**src/rtl/fsm_ctrl_pkg.sv**
```systemverilog
// Shared constants and button indexing for the sequencer command front-end.
package fsm_ctrl_pkg;

    localparam int DEFAULT_DEBOUNCE_CYCLES = 4;
    localparam int SYNC_STAGES             = 2;
    localparam int NUM_CMDS                = 3;

    typedef enum logic [1:0] {
        CMD_RESTART = 2'd0,
        CMD_PAUSE   = 2'd1,
        CMD_GOTO    = 2'd2
    } cmd_idx_e;

endpackage

```
**src/rtl/btn_debounce.sv**
```systemverilog
// One raw pushbutton -> synchronised, debounced, single-cycle press pulse.
module btn_debounce
    import fsm_ctrl_pkg::*;
#(
    parameter int DEBOUNCE_CYCLES = DEFAULT_DEBOUNCE_CYCLES
) (
    input  logic clk,
    input  logic rst,
    input  logic raw,
    output logic press
);

    localparam int CNT_W = $clog2(DEBOUNCE_CYCLES + 1);

    logic [SYNC_STAGES-1:0] sync_ff;
    logic                   sync;
    logic                   stable;
    logic                   stable_q;
    logic [CNT_W-1:0]       cnt;

    assign sync = sync_ff[SYNC_STAGES-1];

    always_ff @(posedge clk or posedge rst) begin
        if (rst) begin
            sync_ff <= '0;
        end else begin
            sync_ff <= {sync_ff[SYNC_STAGES-2:0], raw};
        end
    end

    // Counter only advances while sync disagrees with stable; any bounce back restarts it.
    always_ff @(posedge clk or posedge rst) begin
        if (rst) begin
            stable <= 1'b0;
            cnt    <= '0;
        end else if (sync == stable) begin
            cnt <= '0;
        end else if (cnt == CNT_W'(DEBOUNCE_CYCLES - 1)) begin
            stable <= sync;
            cnt    <= '0;
        end else begin
            cnt <= cnt + CNT_W'(1);
        end
    end

    always_ff @(posedge clk or posedge rst) begin
        if (rst) begin
            stable_q <= 1'b0;
            press    <= 1'b0;
        end else begin
            stable_q <= stable;
            press    <= stable & ~stable_q;
        end
    end

endmodule

```
**src/rtl/fsm_cmd_conditioner.sv**
```systemverilog
// Turns three raw pushbuttons into restart pulse, pause level and terminal-qualified goto.
module fsm_cmd_conditioner
    import fsm_ctrl_pkg::*;
#(
    parameter int DEBOUNCE_CYCLES = DEFAULT_DEBOUNCE_CYCLES
) (
    input  logic clk,
    input  logic rst,
    input  logic btn_restart,
    input  logic btn_pause,
    input  logic btn_goto,
    input  logic terminal,
    output logic restart,
    output logic pause,
    output logic goto_third,
    output logic goto_pending
);

    logic [NUM_CMDS-1:0] raw_vec;
    logic [NUM_CMDS-1:0] press_vec;

    assign raw_vec[CMD_RESTART] = btn_restart;
    assign raw_vec[CMD_PAUSE]   = btn_pause;
    assign raw_vec[CMD_GOTO]    = btn_goto;

    for (genvar i = 0; i < NUM_CMDS; i++) begin : g_btn
        btn_debounce #(
            .DEBOUNCE_CYCLES(DEBOUNCE_CYCLES)
        ) u_btn_debounce (
            .clk  (clk),
            .rst  (rst),
            .raw  (raw_vec[i]),
            .press(press_vec[i])
        );
    end

    assign restart    = press_vec[CMD_RESTART];
    // Masking with restart keeps restart and goto_third mutually exclusive.
    assign goto_third = goto_pending & terminal & ~restart;

    always_ff @(posedge clk or posedge rst) begin
        if (rst) begin
            pause <= 1'b0;
        end else if (restart) begin
            pause <= 1'b0;
        end else if (press_vec[CMD_PAUSE]) begin
            pause <= ~pause;
        end
    end

    always_ff @(posedge clk or posedge rst) begin
        if (rst) begin
            goto_pending <= 1'b0;
        end else if (restart || goto_third) begin
            goto_pending <= 1'b0;
        end else if (press_vec[CMD_GOTO]) begin
            goto_pending <= 1'b1;
        end
    end

endmodule
```
**config.mk**
```make
export PLATFORM = sky130hd
export DESIGN_NAME = fsm_cmd_conditioner
export DESIGN_NICKNAME = d
export VERILOG_FILES = /design/src/rtl/fsm_ctrl_pkg.sv /design/src/rtl/btn_debounce.sv /design/src/rtl/fsm_cmd_conditioner.sv
export SDC_FILE = /design/constraint.sdc
export NUM_CORES = 1
export LEC_CHECK = 0
export ABC_AREA = 0
export CORE_MARGIN = 3
export CORE_UTILIZATION = 28
export CTS_CLUSTER_DIAMETER = 40
export DETAILED_ROUTE_END_ITERATION = 7
export GPL_ROUTABILITY_DRIVEN = 0
export PLACE_DENSITY = 0.43
export SKIP_CTS_REPAIR_TIMING = 1
export SYNTH_ARGS = -nofsm -noshare
export SYNTH_HDL_FRONTEND = slang
export SYNTH_SLANG_ARGS = --single-unit
export TNS_END_PERCENT = 100
```
**constraint.sdc**
```tcl
create_clock -name clk -period 3.35 [get_ports clk]
set_input_delay 0.335 -clock clk [delete_from_list [all_inputs] [get_ports clk]]
set_output_delay 0.335 -clock clk [all_outputs]
set_load 0.01 [all_outputs]
```
# After elaboration in Yosys (flattened, before gate mapping)
# Index checks and enable logic that the tools add are counted.
word_totals:
  latchBits: 0
  mem_count: 0
  regBits: 26
  ram_bits: 0
  output_inout_bits: 4
  mem_bits_ro: 0
  elab_cells: 55
  input_bits: 6
op_classes:
  eq_ne: 6
  bitwise_logic: 13
  n_mux: 10
  n_lt_le_gt_ge: 0
  n_mul: 0
  reduce_logical: 6
  shifts: 0
  n_div: 0
  n_addsub: 3
ops:
  columns: ["cell", "n"]
  rows:
  - ["$mux W3", 6]
  - ["$add A3 B1 Y3 const B", 3]
  - ["$eq A3 B2 Y1 const B", 3]
  - ["$not A1 Y1", 8]
  - ["$reduce_and A2 Y1", 3]
  - ["$and A1 B1 Y1", 5]
  - ["$mux W1", 4]
  - ["$reduce_bool A2 Y1", 2]
  - ["$eq A1 B1 Y1", 3]
  - ["$logic_or A1 B1 Y1", 1]

# Depth between registers and ports, before layout
# Gate-level depths: netlist (run 1).
logic_depth:
  depth_word: 4
  ltp_mapped: 3
  mapped_depth_nobuf: 3

# By module
# Synthesis (run 1) repeated with hierarchy kept, for this count alone.
unflattened:
  hier_cells: 61
  area_unflattened_um2: 939.7
modules_own_cells:
  columns: ["module", "n_inst", "seq_area_each_um2", "cells_each", "area_each_um2"]
  rows:
  - ["btn_debounce", 3, 200.2, 17, 281.5]
  - ["fsm_cmd_conditioner", 1, 50.0, 10, 95.1]

# Worst setup path before layout (run 1)
# OpenSTA, ideal clock, no wires.
synth_path:
  path_type: "register -> register"
  startpoint: "register g_btn[2].u_btn_debounce.cnt[0]"
  endpoint: "register g_btn[2].u_btn_debounce.stable"
  path_stages_with_launch: 4
  setup_slack_ns: 2.260
  arrival_time_ns: 0.965
  setup_ns: 0.125
  required_time_ns: 3.225
  synth_period_minus_slack_ns: 1.090
  path_cell_list: "dfrtp_1 > ha_1 > nor2b_4 > mux2_2"
synth_between:
  elab_chain_len: 2
synth_lines:
  columns: ["element", "line", "text"]
  rows:
  - ["from (decl)", "btn_debounce.sv:19", "logic [CNT_W-1:0] cnt;"]
  - ["from (signal assigned)", "btn_debounce.sv:42", "cnt <= cnt + CNT_W'(1);"]
  - ["$eq A3 B2 Y1", "btn_debounce.sv:38", "end else if (cnt == CNT_W'(DEBOUNCE_CYCLES - 1)) begin"]
  - ["$reduce_and A2 Y1 (no line)", null, null]
  - ["to (signal assigned)", "btn_debounce.sv:39", "stable <= sync;"]
  - ["to (decl)", "btn_debounce.sv:17", "logic stable;"]
# No other way between the ends.
# A chain may end at the register's enable or synchronous reset.

# Worst setup path in the final report (run 1)
layout_path:
  startpoint: "input terminal"
  endpoint: "output goto_third"
layout_between:
  elab_chain_len: 2
layout_lines:
  columns: ["element", "line", "text"]
  rows:
  - ["from (decl)", "fsm_cmd_conditioner.sv:12", "input logic terminal,"]
  - ["$and A1 B1 Y1 (2 in series)", "fsm_cmd_conditioner.sv:39", "assign goto_third = goto_pending & terminal & ~restart;"]
  - ["to (decl)", "fsm_cmd_conditioner.sv:15", "output logic goto_third,"]
# No other way between the ends.

==> out/qor.csv, run 1 <==
stage,metric,value,unit
worst_setup_path,"Slowest-stage cell, CP",clkdlybuf4s50_1,
synth,"Top FF cell, synth",dfrtp_1,
place,"Cell Area, Placed",1059,µm²
power,Clk pwr share,0.184,
route,ANT nets after route,0,
synth,syn nets,67,
synth,area of the mapped netlist,913.4,µm²
cells_and_area,# diodes,0,
power,Int Power,0.5999,mW
global_routing,total gr overflow,0,
cells_and_area,nets@finish,81,
sta,Setup TNS Final,0,ns
synth,Synth Warn #,0,
global_routing,M3 GR Usage,0.01604,
floorplanning,chip width,63.12,µm
synth,Synth top area share,0.7123,
global_routing,met2 usage,0.09618,
sta,Setup Skew,0.002037,ns
clock_tree,clk slew on worst S/H paths,0.13,ns
route,DRC viols,0,
sta,final hold vios,0,
power,PwrDens,745.6,nW/µm²
place,I/O Buffers,9,
route,WL/cell,9.470,µm
worst_setup_path,R2R setup slack,2.19,ns
power,peak supply drop,0.2174,mV
floorplanning,number of cell rows,20,
synth,Synth Instances,58,
cells_and_area,share of layout cells above drive strength 1,0.1549,
cells_and_area,multi-input logic area,259.0,µm²
sta,Worst Slack Setup Final,1.554,ns
synth,register area share after synthesis,0.7123,
sta,max frequency,0.5567,GHz
synth,#FFs+latches synth,26,
global_routing,first-pass GRT wire length,2063,µm
global_routing,gr busiest metal,met2,
power,switch share,0.2650,
route,Pre-antenna DRT Iters,4,
global_routing,GR Util All Layers,0.06649,
worst_setup_path,Critical Path Max Stage Delay,0.54,ns
clock_tree,clk_lat worst skew,0.31,ns
sta,Slew @ Worst Pin,0.9610,ns
clock_tree,Clock Path Buffers,2,
synth,post-synth top area cell,dfrtp_1,
flow_run,Max Cap Violations,0,
clock_tree,CTS Sinks,26,
route,routed vias,441,
cells_and_area,fillers,302,
sta,Final setup viols,0,
sta,Tmin final,1.796,ns
global_routing,GRT met1 Usage,0.08552,
power,overall power,0.8162,mW
sta,Max Slew Vio Count,0,
sta,Final Cycle Share,0.5362,
power,combinational fraction of design power,0.248,
global_routing,pin count of the biggest net entering global routing,27,
route,Via-to-Cell Ratio,3.835,
floorplanning,core area,3078,µm²
worst_setup_path,Critical Path Fanout Max,2,
worst_setup_path,most frequent CP cell,clkdlybuf4s50_1,
outcome,status,finished clean,
synth,"top cells by area, synth","dfrtp_1 (71%), nor2b_4 (4.5%), ha_1 (4.1%), xnor2_1 (3.8%), mux2_2 (3.7%)",
power,Sw Pwr,0.2163,mW
synth,most common cell in the netlist,dfrtp_1,
synth,Yosys cell types,14,
worst_setup_path,worst endpoint required time,3.01,ns
synth,Synth async-reset ratio,1.000,
sta,Slew headroom,0.3586,
synth,"EDFF count, synth",0,
power,Seq pwr share,0.567,
synth,top post-synthesis cells by count,"dfrtp_1 (26), nor2b_1 (4), nor3b_1 (4), xnor2_1 (4)",
cells_and_area,Area Overhead vs Synth,19.86,%
place,Place WS,1.549,ns
floorplanning,starting density of the core,0.2967,
cells_and_area,Final Instance Area,1095,µm²
worst_setup_path,CP endpoint kind,output pin,
floorplanning,die height,63.12,µm
global_routing,initial antenna violation count,0,
floorplanning,I/O Pins,10,
sta,RSZ-0062 raised after global routing,false,
cells_and_area,final core occ,0.3557,
clock_tree,CTS tree,done,
global_routing,number of global-route vias before repair,481,
worst_setup_path,WS Path Type,input port to output pin,
power,Pleak,0.4814,nW
worst_setup_path,"Arr. time, crit path",1.46,ns
clock_tree,Inserted Clock Buffers,3,
synth,Syn Area/Cell,15.75,µm²
floorplanning,die area,3984,µm²
hold_path,Min-Delay Path Class,flip-flop to flip-flop,
route,initial DRC count,36,
worst_setup_path,Setup crit start kind,input port,
clock_tree,Clk Tree Root Cell,clkbuf_4,
worst_setup_path,worst path cell trace,"clkdlybuf4s50_1, nand2_1, nor2_1, clkdlybuf4s50_1",
clock_tree,CTS HTree Levels,1,
route,final WL,1089,µm
cells_and_area,Register Area,650.6,µm²
metrics by stage:
stage               hold slack [ns]  std cells
floorplan                    0.3312         58
global placement             0.3329        111
detailed placement           0.3365        111
CTS                          0.3678        115
global route                 0.3840        115
finish                       0.3659        115
worst paths after layout:
kind / cells past startpoint / endpoint / startpoint
hold reg to reg: 0 / g_btn[2].u_btn_debounce.sync_ff[1] / g_btn[2].u_btn_debounce.sync_ff[0]
hold / removal: 0 / g_btn[2].u_btn_debounce.sync_ff[1] / g_btn[2].u_btn_debounce.sync_ff[0]
setup reg to reg: 3 / g_btn[2].u_btn_debounce.stable / g_btn[2].u_btn_debounce.cnt[0]
max in group asynchronous: 2 / g_btn[0].u_btn_debounce.cnt[1] / rst
setup / recovery: 4 / goto_third / terminal
min in group asynchronous: 2 / g_btn[2].u_btn_debounce.cnt[0] / rst
power by group through the flow:
stage	logic [mW]	registers (mW)	clock network, mW
after floorplan	0.138	0.467	0
after global placement	0.202	0.469	0
after detailed placement	0.208	0.473	0
after CTS	0.208	0.465	0.160
after global routing	0.234	0.476	0.173
final	0.203	0.463	0.150
sequential cells by signal, indices dropped and copies added (netlist names):
signal and count:
g_btn.u_btn_debounce.cnt 9, g_btn.u_btn_debounce.stable 3, g_btn.u_btn_debounce.sync_ff 6, g_btn.u_btn_debounce.stable_q 3, goto_pending 1, g_btn.u_btn_debounce.press 3
pause 1
layout by cell type (no fill, tap or decap), drive strengths merged, types with 2 or more instances in the layout:
master         synthesis  layout
dfrtp                 26      26
clkdlybuf4s50          0       9
nor2b                  7       7
nor3b                  5       5
xnor2                  4       4
clkbuf                 0       4
mux2                   3       3
nor3                   3       3
ha                     3       3
nor2                   2       2
nand2b                 2       2
worst max-delay path: cells and delay by family:
| kind | cells | cell delay (ns) |
|---|---|---|
| buf+inv | 2 | 1.00 |
| simple gates | 2 | 0.13 |
layer usage:
layer / routed length, µm / vias to the layer above
li1: - / 218
met1: 538 / 213
met2: 472 / 8
met3: 58 / 2
met4: 18 / 0
met5: 0 / -
kinds of logic (layout without fill, tap and decap cells):
| kind of cell | count (synthesis) | count (layout) | share of synthesized area |
|---|---|---|---|
| DFF | 26 | 26 | 0.7123 |
| and+or+nand+nor | 20 | 20 | 0.1616 |
| xor gates and xnor gates | 4 | 4 | 0.03835 |
| adders and majority gates | 3 | 3 | 0.04110 |
| muxes | 3 | 3 | 0.03698 |
| AOI/OAI and AO/OA | 1 | 1 | 0.005474 |
| buffers and inverters | 1 | 14 | 0.004106 |
cell type report:
type | count | share of cell area
Multi-Input combinational cell | 31 | 0.2366
Sequential cell | 26 | 0.5943
Tap cell | 44 | 0.05029
Clock buffer | 4 | 0.03314
Inverter | 1 | 0.003429
Timing Repair Buffer | 9 | 0.08229
(Power assumes the default switching activity.)
==> run 2, diff against run 1 <==
--- a/config.mk
+++ b/config.mk
@@ -11,7 +11,7 @@
 export CTS_CLUSTER_DIAMETER = 40
 export DETAILED_ROUTE_END_ITERATION = 7
 export GPL_ROUTABILITY_DRIVEN = 0
-export PLACE_DENSITY = 0.43
+export PLACE_DENSITY = 0.45
 export SKIP_CTS_REPAIR_TIMING = 1
 export SYNTH_ARGS = -nofsm -noshare
 export SYNTH_HDL_FRONTEND = slang
==> constraint.sdc (replaced) <==
create_clock -name clk -period 1.5 [get_ports clk]
set_input_delay 0.15 -clock clk [delete_from_list [all_inputs] [get_ports clk]]
set_output_delay 0.15 -clock clk [all_outputs]
set_load 0.01 [all_outputs]
==> out/qor.csv, run 2 (synthesized netlist as in run 1, its figures left out) <==
stage,metric,value,unit,change
cells_and_area,Area Overhead vs Synth,20.96,%,was 19.86%
place,post-DP HPWL,751.5,µm,
sta,RSZ-0062 raised after global routing,false,,unchanged
worst_setup_path,"Arr. time, crit path",1.26,ns,was 1.46 ns
clock_tree,CTS HTree Levels,1,,unchanged
global_routing,initial antenna violation count,0,,unchanged
global_routing,number of global-route vias before repair,480,,was 481
clock_tree,Inserted Clock Buffers,3,,unchanged
clock_tree,Clk Tree Root Cell,clkbuf_4,,unchanged
sta,Worst Hold Margin,0.1692,ns,was 0.3659 ns
clock_tree,CTS Sinks,26,,unchanged
clock_tree,clk slew on worst S/H paths,0.13,ns,about the same
sta,Max Slew Vio Count,0,,unchanged
global_routing,gr busiest metal,met2,,unchanged
flow_run,Max Cap Violations,0,,unchanged
sta,Setup Skew,0.003352,ns,was 0.002037 ns
hold_path,Min-Delay Path Class,input port to async pin,,was flip-flop to flip-flop
place,I/O Buffers,9,,unchanged
outcome,status,finished clean,,unchanged
floorplanning,starting density of the core,0.2967,,unchanged
cells_and_area,Final Instance Area,1105,µm²,was 1095 µm²
clock_tree,CTS tree,done,,unchanged
route,DRC viols,0,,unchanged
sta,Slew @ Worst Pin,0.3191,ns,was 0.9610 ns
global_routing,GRT met1 Usage,0.08087,,was 0.08552
cells_and_area,share of layout cells above drive strength 1,0.1667,,was 0.1549
route,WL/cell,9.241,µm,was 9.470 µm
floorplanning,core area,3078,µm²,unchanged
worst_setup_path,CP endpoint kind,output pin,,unchanged
cells_and_area,nets@finish,82,,was 81
worst_setup_path,WS Path Type,flip-flop to output pin,,was input port to output pin
worst_setup_path,Critical Path Fanout Max,4,,was 2
cells_and_area,most flop-heavy register,g_btn.u_btn_debounce.cnt,,unchanged
power,peak supply drop,0.4312,mV,was 0.2174 mV
global_routing,total gr overflow,0,,unchanged
route,routed vias,451,,was 441
sta,Final setup viols,0,,unchanged
floorplanning,die height,63.12,µm,unchanged
route,final WL,1072,µm,was 1089 µm
worst_setup_path,crit-path leading delay family,buffers and inverters,,unchanged
sta,Slew headroom,0.7873,,was 0.3586
cells_and_area,max reg flops,9,,unchanged
cells_and_area,largest registers,"g_btn.u_btn_debounce.cnt: 9 flops, g_btn.u_btn_debounce.sync_ff: 6 flops",,unchanged
sta,final hold vios,0,,unchanged
cells_and_area,Non-Filler Instances,116,,was 115
worst_setup_path,"Slowest-stage cell, CP",clkdlybuf4s50_1,,unchanged
worst_setup_path,R2R setup slack,0.32,ns,was 2.19 ns
worst_setup_path,worst path cell trace,clkdlybuf4s50_1,,"was clkdlybuf4s50_1, nand2_1, nor2_1, clkdlybuf4s50_1"
power,overall power,1.829,mW,was 0.8162 mW
worst_setup_path,Buf/Inv on CP,1,,was 2
clock_tree,Clock Path Buffers,2,,unchanged
sta,Tmin final,1.413,ns,
route,ANT nets after route,0,,unchanged
power,PwrDens,1656,nW/µm²,was 745.6 nW/µm²
cells_and_area,"most common cell after layout, fill and taps aside",dfrtp_1,,unchanged
place,placed cell count,112,,was 111
worst_setup_path,worst endpoint required time,1.35,ns,was 3.01 ns
route,Pre-antenna DRT Iters,4,,unchanged
power,Pleak,0.5035,nW,was 0.4814 nW
cells_and_area,fillers,300,,was 302
cells_and_area,most frequent cells in the layout,"dfrtp_1 (26), clkdlybuf4s50_1 (8), xnor2_1 (4), nor3b_1 (4), nor2b_1 (4)",,"was dfrtp_1 (26), clkdlybuf4s50_1 (9), xnor2_1 (4), nor3b_1 (4), nor2b_1 (4)"
global_routing,met2 usage,0.09881,,was 0.09618
route,Via-to-Cell Ratio,3.888,,was 3.835
worst_setup_path,Setup crit start kind,flip-flop,,was input port
cells_and_area,# diodes,0,,unchanged
route,initial DRC count,5,,was 36
place,"Cell Area, Placed",1066,µm²,was 1059 µm²
global_routing,M3 GR Usage,0.01961,,was 0.01604
global_routing,pin count of the biggest net entering global routing,27,,unchanged
global_routing,first-pass GRT wire length,2076,µm,was 2063 µm
floorplanning,I/O Pins,10,,unchanged
sta,Final Cycle Share,0.9421,,
clock_tree,clk_lat worst skew,0.31,ns,about the same
floorplanning,number of cell rows,20,,unchanged
floorplanning,chip width,63.12,µm,unchanged
floorplanning,die area,3984,µm²,unchanged
worst_setup_path,Critical Path Max Stage Delay,0.55,ns,was 0.54 ns
sta,max frequency,0.7076,GHz,
global_routing,GR Util All Layers,0.06760,,was 0.06649
-- run 2: cell types whose count changed in the layout (fill, tap and decap cells not counted) --
cell	previous run	this run
buf_4	0	1
clkdlybuf4s50_1	9	8
dlymetal6s2s_1	0	1
-- run 2: layer usage --
metal  routed length, µm  part of all wire
met2                 487              0.45
met4                  19             0.018
met1                 503              0.47
met3                  62             0.058
met5                   0                 0
-- run 2: path summary, 6_finish.rpt --
path	from	endpoint	cells after the start
worst min-delay path	rst	g_btn[2].u_btn_debounce.cnt[2]	3
worst min register to register	g_btn[0].u_btn_debounce.sync_ff[0]	g_btn[0].u_btn_debounce.sync_ff[1]	0
worst max register to register	g_btn[2].u_btn_debounce.cnt[0]	g_btn[2].u_btn_debounce.stable	3
min in group clk	btn_pause	g_btn[1].u_btn_debounce.sync_ff[0]	1
max in group asynchronous	rst	g_btn[1].u_btn_debounce.cnt[2]	3
worst max-delay path	g_btn[0].u_btn_debounce.press	restart	1
-- run 2: through the flow --
| step | TNS [ns] | utilization | worst slack [ns] |
|---|---|---|---|
| 2_1_floorplan | 0 | - | 0.4103 |
| 3_3_place_gp | 0 | 0.3463 | 0.08243 |
| 3_5_place_dp | 0 | 0.3463 | 0.06022 |
| 4_1_cts | -0.06471 | 0.3581 | -0.06471 |
| 5_1_grt | 0 | 0.3589 | 0.0003046 |
| 6_report | 0 | 0.3589 | 0.08687 |
-- run 2: where the power goes --
group / leakage, nW / switching (mW) / internal [mW]
combinational: 0.157 / 0.173 / 0.281
sequential: 0.326 / 0.121 / 0.913
clock: 0.0210 / 0.193 / 0.148
total: 0.504 / 0.487 / 1.34
-- run 2: cell type report --
type                    instances  area [µm²]  share of cell area
clock buffers                   4       36.28             0.03284
repair buffers                 10       100.1             0.09060
inverters                       1       3.754            0.003398
flip-flops and latches         26       650.6              0.5889
well taps                      44       55.05             0.04983
multi-input cells              31       259.0              0.2344
-- run 2: worst min-delay path: cells and delay by family --
family | cells | cell delay (ns)
buffers and inverters | 3 | 0.74
==> run 3, diff against run 2 <==
--- a/config.mk
+++ b/config.mk
@@ -6,12 +6,14 @@
 export NUM_CORES = 1
 export LEC_CHECK = 0
 export ABC_AREA = 0
-export CORE_MARGIN = 3
+export CAP_MARGIN = 20
+export CORE_MARGIN = 2
 export CORE_UTILIZATION = 28
 export CTS_CLUSTER_DIAMETER = 40
 export DETAILED_ROUTE_END_ITERATION = 7
 export GPL_ROUTABILITY_DRIVEN = 0
 export PLACE_DENSITY = 0.45
+export RECOVER_POWER = 100
 export SKIP_CTS_REPAIR_TIMING = 1
 export SYNTH_ARGS = -nofsm -noshare
 export SYNTH_HDL_FRONTEND = slang
==> out/qor.csv, run 3 (synthesized netlist as in run 1, its figures left out) <==
stage,metric,value,unit,change
clock_tree,clk slew on worst S/H paths,0.14,ns,was 0.13 ns
place,post-DP HPWL,728.8,µm,was 751.5 µm
power,PwrDens,1777,nW/µm²,was 1656 nW/µm²
cells_and_area,most frequent cells in the layout,"dfrtp_1 (26), nor2b_1 (7), nor3b_1 (5)",,"was dfrtp_1 (26), clkdlybuf4s50_1 (8), xnor2_1 (4), nor3b_1 (4), nor2b_1 (4)"
cells_and_area,most flop-heavy register,g_btn.u_btn_debounce.cnt,,unchanged
hold_path,Hold Path End,g_btn[2].u_btn_debounce.sync_ff[1],,
hold_path,hold-critical path depth,0,,
worst_setup_path,Critical Path Max Stage Delay,0.55,ns,about the same
global_routing,first-pass GRT wire length,1876,µm,was 2076 µm
cells_and_area,"most common cell after layout, fill and taps aside",dfrtp_1,,unchanged
sta,Slew @ Worst Pin,0.6146,ns,was 0.3191 ns
sta,final hold vios,0,,unchanged
worst_setup_path,Critical Path Fanout Max,4,,unchanged
clock_tree,clk_lat worst skew,0.31,ns,about the same
worst_setup_path,Buf/Inv on CP,1,,unchanged
route,Via-to-Cell Ratio,3.802,,was 3.888
power,overall power,1.924,mW,was 1.829 mW
worst_setup_path,worst path cell trace,clkdlybuf4s50_1,,unchanged
global_routing,GR Util All Layers,0.07111,,was 0.06760
cells_and_area,max reg flops,9,,unchanged
worst_setup_path,FF-to-FF End,g_btn[0].u_btn_debounce.stable,,was g_btn[2].u_btn_debounce.stable
power,Sw Pwr,0.4894,mW,was 0.4867 mW
hold_path,min-delay src,g_btn[2].u_btn_debounce.sync_ff[0],,
route,initial DRC count,7,,was 5
worst_setup_path,CP endpoint kind,output pin,,unchanged
worst_setup_path,Setup crit start kind,flip-flop,,unchanged
sta,Setup Skew,0.004606,ns,was 0.003352 ns
cells_and_area,share of layout cells above drive strength 1,0.1111,,was 0.1667
sta,Tmin final,1.423,ns,was 1.413 ns
global_routing,pin count of the biggest net entering global routing,27,,unchanged
route,Pre-antenna DRT Iters,2,,was 4
cells_and_area,Area Overhead vs Synth,18.49,%,was 20.96%
sta,Max Slew Vio Count,0,,unchanged
route,ANT nets after route,0,,unchanged
clock_tree,CTS tree,done,,unchanged
outcome,status,finished clean,,unchanged
power,Seq pwr share,0.537,,was 0.565
worst_setup_path,R2R setup slack,0.25,ns,was 0.32 ns
route,DRC viols,0,,unchanged
worst_setup_path,Reg-to-Reg Start,g_btn[0].u_btn_debounce.cnt[0],,was g_btn[2].u_btn_debounce.cnt[0]
floorplanning,core area,3078,µm²,unchanged
route,routed vias,441,,was 451
clock_tree,Inserted Clock Buffers,3,,unchanged
route,WL/cell,9.233,µm,was 9.241 µm
global_routing,initial antenna violation count,0,,unchanged
power,combinational fraction of design power,0.220,,was 0.248
sta,Final Cycle Share,0.9485,,was 0.9421
cells_and_area,# diodes,0,,unchanged
worst_setup_path,crit-path leading delay family,buffers and inverters,,unchanged
cells_and_area,largest registers,"g_btn.u_btn_debounce.cnt: 9 flops, g_btn.u_btn_debounce.sync_ff: 6 flops",,unchanged
worst_setup_path,WS Path Type,flip-flop to output pin,,unchanged
cells_and_area,Register Area,650.6,µm²,unchanged
floorplanning,chip width,61.12,µm,was 63.12 µm
route,final WL,1071,µm,was 1072 µm
global_routing,total gr overflow,0,,unchanged
floorplanning,number of cell rows,20,,unchanged
power,switch share,0.2544,,was 0.2661
cells_and_area,final core occ,0.3516,,was 0.3589
clock_tree,CTS HTree Levels,1,,unchanged
power,Int Power,1.434,mW,was 1.342 mW
clock_tree,Clock Path Buffers,2,,unchanged
cells_and_area,nets@finish,82,,unchanged
cells_and_area,multi-input logic area,231.5,µm²,was 259.0 µm²
worst_setup_path,worst endpoint required time,1.35,ns,about the same
sta,Final setup viols,0,,unchanged
global_routing,number of global-route vias before repair,434,,was 480
hold_path,Min-Delay Path Class,flip-flop to flip-flop,,was input port to async pin
sta,Slew headroom,0.5903,,was 0.7873
worst_setup_path,"Slowest-stage cell, CP",clkdlybuf4s50_1,,unchanged
floorplanning,die area,3735,µm²,was 3984 µm²
power,peak supply drop,0.4505,mV,was 0.4312 mV
cells_and_area,fillers,300,,unchanged
power,Pleak,0.4866,nW,was 0.5035 nW
floorplanning,die height,61.12,µm,was 63.12 µm
floorplanning,starting density of the core,0.2967,,unchanged
worst_setup_path,"Arr. time, crit path",1.27,ns,was 1.26 ns
clock_tree,Clk Tree Root Cell,clkbuf_4,,unchanged
sta,RSZ-0062 raised after global routing,false,,unchanged
worst_setup_path,Reg2Reg Depth,3,,unchanged
clock_tree,CTS Sinks,26,,unchanged
sta,max frequency,0.7029,GHz,was 0.7076 GHz
flow_run,Max Cap Violations,0,,unchanged
power,Clk pwr share,0.244,,was 0.186
place,I/O Buffers,9,,unchanged
floorplanning,I/O Pins,10,,unchanged
-- run 3: worst max path at each step --
stage / start / endpoint / slack [ns] / cells past startpoint
after floorplan: g_btn[2].u_btn_debounce.cnt[0] / g_btn[2].u_btn_debounce.stable / 0.41 / 3
after global placement: terminal / goto_third / 0.08 / 4
after detailed placement: terminal / goto_third / 0.06 / 4
after CTS: g_btn[0].u_btn_debounce.press / goto_third / -0.08 / 2
after global routing: g_btn[0].u_btn_debounce.press / restart / 0.007 / 1
final: g_btn[0].u_btn_debounce.press / restart / 0.08 / 1
-- run 3: worst register-to-register path: stages, from the launching register on --
cell	delay [ns]
dfrtp_1	0.38
ha_1	0.17
nor2b_1	0.25
mux2_2	0.36
-- run 3: layout make-up --
type,count,area share
clock inverter,1,0.02775
clock buffer,3,0.02081
tap,44,0.05087
multi-input combinational,31,0.2139
timing repair buffer,10,0.08208
inverter,1,0.003468
sequential,26,0.6012
-- run 3: per-layer routing --
metal,GRT usage,share of wire,up-vias
met4,0.05590,0.017,0
met3,0.01891,0.058,2
li1,-,-,220
met1,0.09756,0.52,210
met5,0,0,-
met2,0.09422,0.40,9
-- run 3: power groups by stage --
stage          clock (mW)  combinational (mW)  sequential, mW
3_5_place_dp            0               0.461            1.05
6_report            0.469               0.422            1.03
4_1_cts             0.495               0.461            1.04
2_1_floorplan           0               0.309            1.04
5_1_grt             0.520               0.486            1.07
3_3_place_gp            0               0.452            1.05
-- run 3: per-stage QoR --
stage / setup TNS [ns] / worst slack, ns / hold WS, ns / area [µm²] / instances
floorplan: 0 / 0.4103 / 0.1814 / 913.4 / 58
global placement: 0 / 0.08339 / 0.3330 / 1066 / 112
detailed placement: 0 / 0.05667 / 0.3347 / 1066 / 112
CTS: -0.08068 / -0.08068 / 0.1604 / 1119 / 116
global route: 0 / 0.006568 / 0.3506 / 1082 / 116
finish: 0 / 0.07728 / 0.3681 / 1082 / 116
==> RTL edit 1, RTL diff (settings of run 3) <==
Reset style: synchronous (`rst`), changed in 5 clocked blocks.
--- a/src/rtl/btn_debounce.sv
+++ b/src/rtl/btn_debounce.sv
@@ -20,7 +20,7 @@
 
     assign sync = sync_ff[SYNC_STAGES-1];
 
-    always_ff @(posedge clk or posedge rst) begin
+    always_ff @(posedge clk) begin
         if (rst) begin
             sync_ff <= '0;
         end else begin
@@ -29,7 +29,7 @@
     end
 
     // Counter only advances while sync disagrees with stable; any bounce back restarts it.
-    always_ff @(posedge clk or posedge rst) begin
+    always_ff @(posedge clk) begin
         if (rst) begin
             stable <= 1'b0;
             cnt    <= '0;
@@ -43,7 +43,7 @@
         end
     end
 
-    always_ff @(posedge clk or posedge rst) begin
+    always_ff @(posedge clk) begin
         if (rst) begin
             stable_q <= 1'b0;
             press    <= 1'b0;
--- a/src/rtl/fsm_cmd_conditioner.sv
+++ b/src/rtl/fsm_cmd_conditioner.sv
@@ -38,7 +38,7 @@
     // Masking with restart keeps restart and goto_third mutually exclusive.
     assign goto_third = goto_pending & terminal & ~restart;
 
-    always_ff @(posedge clk or posedge rst) begin
+    always_ff @(posedge clk) begin
         if (rst) begin
             pause <= 1'b0;
         end else if (restart) begin
@@ -48,7 +48,7 @@
         end
     end
 
-    always_ff @(posedge clk or posedge rst) begin
+    always_ff @(posedge clk) begin
         if (rst) begin
             goto_pending <= 1'b0;
         end else if (restart || goto_third) begin
Function: differs if rst is asserted again (counterexample within 10 cycles, from zero or initial values and one cycle with rst high); with rst held inactive, the same outputs for 10 cycles.
==> RTL edit 1 against run 3 <==
  * Routed wire length up 3.2%
  * Synthesized cell count up 26%
  * First-iteration DRC count unchanged
  * Critical endpoint is now goto_pending
  * Count of clock-buffer cells in the layout unchanged
  * Setup slack better by 40 ps
  * Final area down 1.6%
  * Non-clock buffer count up 3
  * Sequential cell count unchanged
  * Synthesized area down 1.2%
Power is not compared: it rests on default switching activity, and its combinational part moved more than twofold at a synthesized area within 25%.
==> RTL edit 1: results (changes against run 3) <==
Pre-antenna DRT Iters=2 (unchanged); DP Wirelength=806.6 um (+11%); synthesized net count=85 (+27%); Setup WS pre-CTS=49.98 ps (-6.689 ps); Clock Skew=6.551 ps (+1.944 ps); Async SR Flop Fraction=0% (-100 points); GR Util All Layers=7.865% (+0.75 points); largest registers=g_btn.u_btn_debounce.cnt x9, g_btn.u_btn_debounce.sync_ff x6; root buffer cell=clkbuf_4; final worst path period share=92.18% (-2.7 points); DR iter-0 viols=7 (unchanged); CTS buffer count=3 (unchanged); post-synthesis cell type count=14 (unchanged); WL final=1105 um (+3.2%); xor/xnor share of the synthesized area=3.883% (+0.048 points); share of cells above drive strength 1=7.955% (-3.2 points); fraction of the mapped netlist area in adder cells=8.322% (+4.2 points); Finished Layout Cells=132 (+14%); crit-path max cell delay=540 ps; HP Class=input port to register; Worst-Skew Late Latency=310 ps (about the same); post-layout net count=101 (+23%); Via-to-Cell Ratio=3.886 (+2.2%); Yosys top cell area share=57.70% (-14 points); register area share after synthesis=57.70% (-14 points); synth top area cells=dfxtp_1 58%, ha_1 8.3%, nor2b_1 6.9%; Reg clk slew, reported paths=140 ps (about the same); Max Root-Sink Buffers=2 (unchanged); Cells after Synth=73 (+26%); post-synthesis compound-gate area fraction=3.051% (+2.5 points); vias in the first global route=480 (+11%); pin count of the biggest net entering global routing=16 (-41%); post-synthesis mux area share=3.329% (-0.37 points); first-pass GRT wire length=2076 um (+11%); PortBufs=9 (unchanged); initial antenna violation count=0 (unchanged); Hold WS=364.8 ps (-3.246 ps); endpoints failing hold=0 (unchanged); Post-synth EDFFs=0 (unchanged); n_diodes=0 (unchanged); Synth top cells by count=26 x dfxtp_1, 10 x nor2b_1, 6 x ha_1, 6 x nor4_1, 5 x nor2_1; htree depth=1 (unchanged); Leakage=0.3982 nW; Arr. time, crit path=1230 ps (-40 ps); Yosys warnings=0 (unchanged); Rel. slew slack=76.92% (+18 points); outcome=complete, no violations; placed inst area=0.001062 mm2 (-0.35%); reg2reg setup slack=350 ps (+100 ps); placed instance count=128 (+14%)
[RTL edit 1: power by group]
part | internal (mW) | leakage (nW) | switching [mW]
logic | 0.0223 | 0.158 | 0.0159
clock network | 0.270 | 0.0279 | 0.201
registers | 0.699 | 0.212 | 0.00372
[RTL edit 1: layer usage]
| metal | global-route usage, % | vias up | share of wire [%] |
|---|---|---|---|
| met4 | 5.590 | 0 | 1.1 |
| met1 | 10.21 | 223 | 53 |
| met5 | 0 | - | 0 |
| met2 | 10.91 | 8 | 41 |
| met3 | 2.559 | 2 | 4.4 |
| li1 | - | 280 | - |
[RTL edit 1: cells by family (layout without fill, tap and decap cells)]
family	after synthesis	in the layout
and+or+nand+nor	28	28
DFF	26	26
adders and majority gates	6	6
buffers and inverters	5	20
xor gates and xnor gates	4	4
muxes	3	3
AOI/OAI and AO/OA	1	1
[RTL edit 1: final cells by class]
type                            instances  area, um2
Fill cell                             339       1988
Sequential cell                        26      525.5
Multi-Input combinational cell         42      317.8
Timing Repair Buffer                   13      102.6
Tap cell                               44      55.05
Clock inverter                          1      30.03
Clock buffer                            3      22.52
Inverter                                3      11.26
[RTL edit 1: worst register-to-register path, delay by kind of cell, from the launching register on]
family	cells	cell delay, ps
DFF	1	340
and+or+nand+nor	1	310
adders and majority gates	2	420
[RTL edit 1: final timing paths]
kind	from	to	depth (start not counted)
worst max-delay path	goto_pending$_SDFFE_PP0P_	goto_pending	1
worst min-delay path	btn_restart	g_btn[0].u_btn_debounce.sync_ff[0]$_SDFF_PP0_	2
worst max register to register	g_btn[2].u_btn_debounce.cnt[0]$_SDFF_PP0_	g_btn[2].u_btn_debounce.cnt[1]$_SDFF_PP0_	3
worst min register to register	g_btn[0].u_btn_debounce.stable_q$_SDFF_PP0_	g_btn[0].u_btn_debounce.press$_SDFF_PP0_	1
==> RTL edit 2, RTL diff (settings of run 3) <==
Made on the original files. Change the package constant `SYNC_STAGES` from 2 to 4.
--- a/src/rtl/fsm_ctrl_pkg.sv
+++ b/src/rtl/fsm_ctrl_pkg.sv
@@ -2,7 +2,7 @@
 package fsm_ctrl_pkg;
 
     localparam int DEFAULT_DEBOUNCE_CYCLES = 4;
-    localparam int SYNC_STAGES             = 2;
+    localparam int SYNC_STAGES             = 4;
     localparam int NUM_CMDS                = 3;
 
     typedef enum logic [1:0] {
Check against the original RTL: not equivalent (a bounded check fails within 10 cycles, from zero or initial values and one cycle with rst high).
==> RTL edit 2 against run 3 <==
  * Via count up 14%
  * Setup slack better by 64 ps
  * Final area up 18%
  * Sequential cell count up 6
  * Routed wire length up 15%
  * Synthesized area up 16%
  * Power up 20%
  * Critical path type unchanged
==> RTL edit 2: results (changes against run 3) <==
root buffer cell=clkbuf_8; filler cell count=361 (+20%); WL final=1233 um (+15%); reg2reg start=g_btn[1].u_btn_debounce.cnt[0]$_DFF_PP0_; share of cells above drive strength 1=13.58% (+2.5 points); WHS Endpoint=g_btn[1].u_btn_debounce.sync_ff[1]$_DFF_PP0_; synth top area cells=dfrtp_1 76%, nor3b_1 4.3%, nor2b_4 3.9%; clk cell area share=7.512% (+2.7 points); Synth top cells by count=32 x dfrtp_1, 6 x nor3b_1, 4 x xnor2_1; worst vdd ir=0.6139 mV (+36%); largest registers=g_btn.u_btn_debounce.sync_ff x12, g_btn.u_btn_debounce.cnt x9; final setup margin=140.9 ps (+63.58 ps); Cells after Synth=64 (+10%); placed instance count=122 (+8.9%); Seq Cell Count=32 (+23%); GR Util All Layers=7.295% (+0.18 points); register area share after synthesis=75.56% (+4.3 points); Reg clk slew, reported paths=60 ps (-80 ps); RR Endpoint=g_btn[1].u_btn_debounce.stable$_DFFE_PP0P_; post-layout net count=90 (+9.8%); first-pass GRT wire length=2187 um (+17%); Setup WS pre-CTS=47.73 ps (-8.940 ps); Via-to-Cell Ratio=3.899 (+2.6%); register share of the cell area=62.44% (+2.3 points); outcome=complete, no violations; pin count of the biggest net entering global routing=33 (+22%); multi-input logic area=232.7 um2 (+0.54%); Final Instance Area=0.001282 mm2 (+18%); Worst-Skew Late Latency=270 ps (-40 ps); placed inst area=0.001217 mm2 (+14%); post-synthesis cell type count=13 (-1); vias in the first global route=497 (+15%); Leakage=0.5774 nW (+19%); non-clk buf share=6.927% (-1.3 points); DR iter-0 viols=11 (+4); Hold WS=348.9 ps (-19.17 ps)
==> RTL edit 2: changes by cell type in the layout (fill, tap and decap cells not counted), sizes merged <==
| cell | change |
|---|---|
| clkbuf | +4 |
| nor2b | -1 |
| dfrtp | +6 |
| bufinv | -1 |
| nor3b | +1 |
==> RTL edit 2: cell families after synthesis <==
kind of cell,after synthesis,synth area share (%)
simple gates,20,13.58
mux,3,3.187
buf+inv,1,0.3539
xor+xnor,4,3.305
fa+ha+maj,3,3.542
flops,32,75.56
compound gates,1,0.4718
==> RTL edit 2: layer usage <==
metal  GRT usage, %  routed length (um)  vias up  part of all wire [%]
met5              0                   0        -                     0
met4          5.469                  45        0                   3.6
met3          4.623                  91        5                   7.4
met2          9.439                 504       14                    41
met1          8.518                 592      243                    48
li1               -                   -      241                     -
==> RTL edit 2: where the power goes <==
group	leakage (nW)	switching, mW	internal, mW	total (mW)
combinational	0.131	0.171	0.253	0.424
sequential	0.396	0.123	1.09	1.21
clock	0.0503	0.273	0.407	0.681
total	0.577	0.568	1.75	2.31
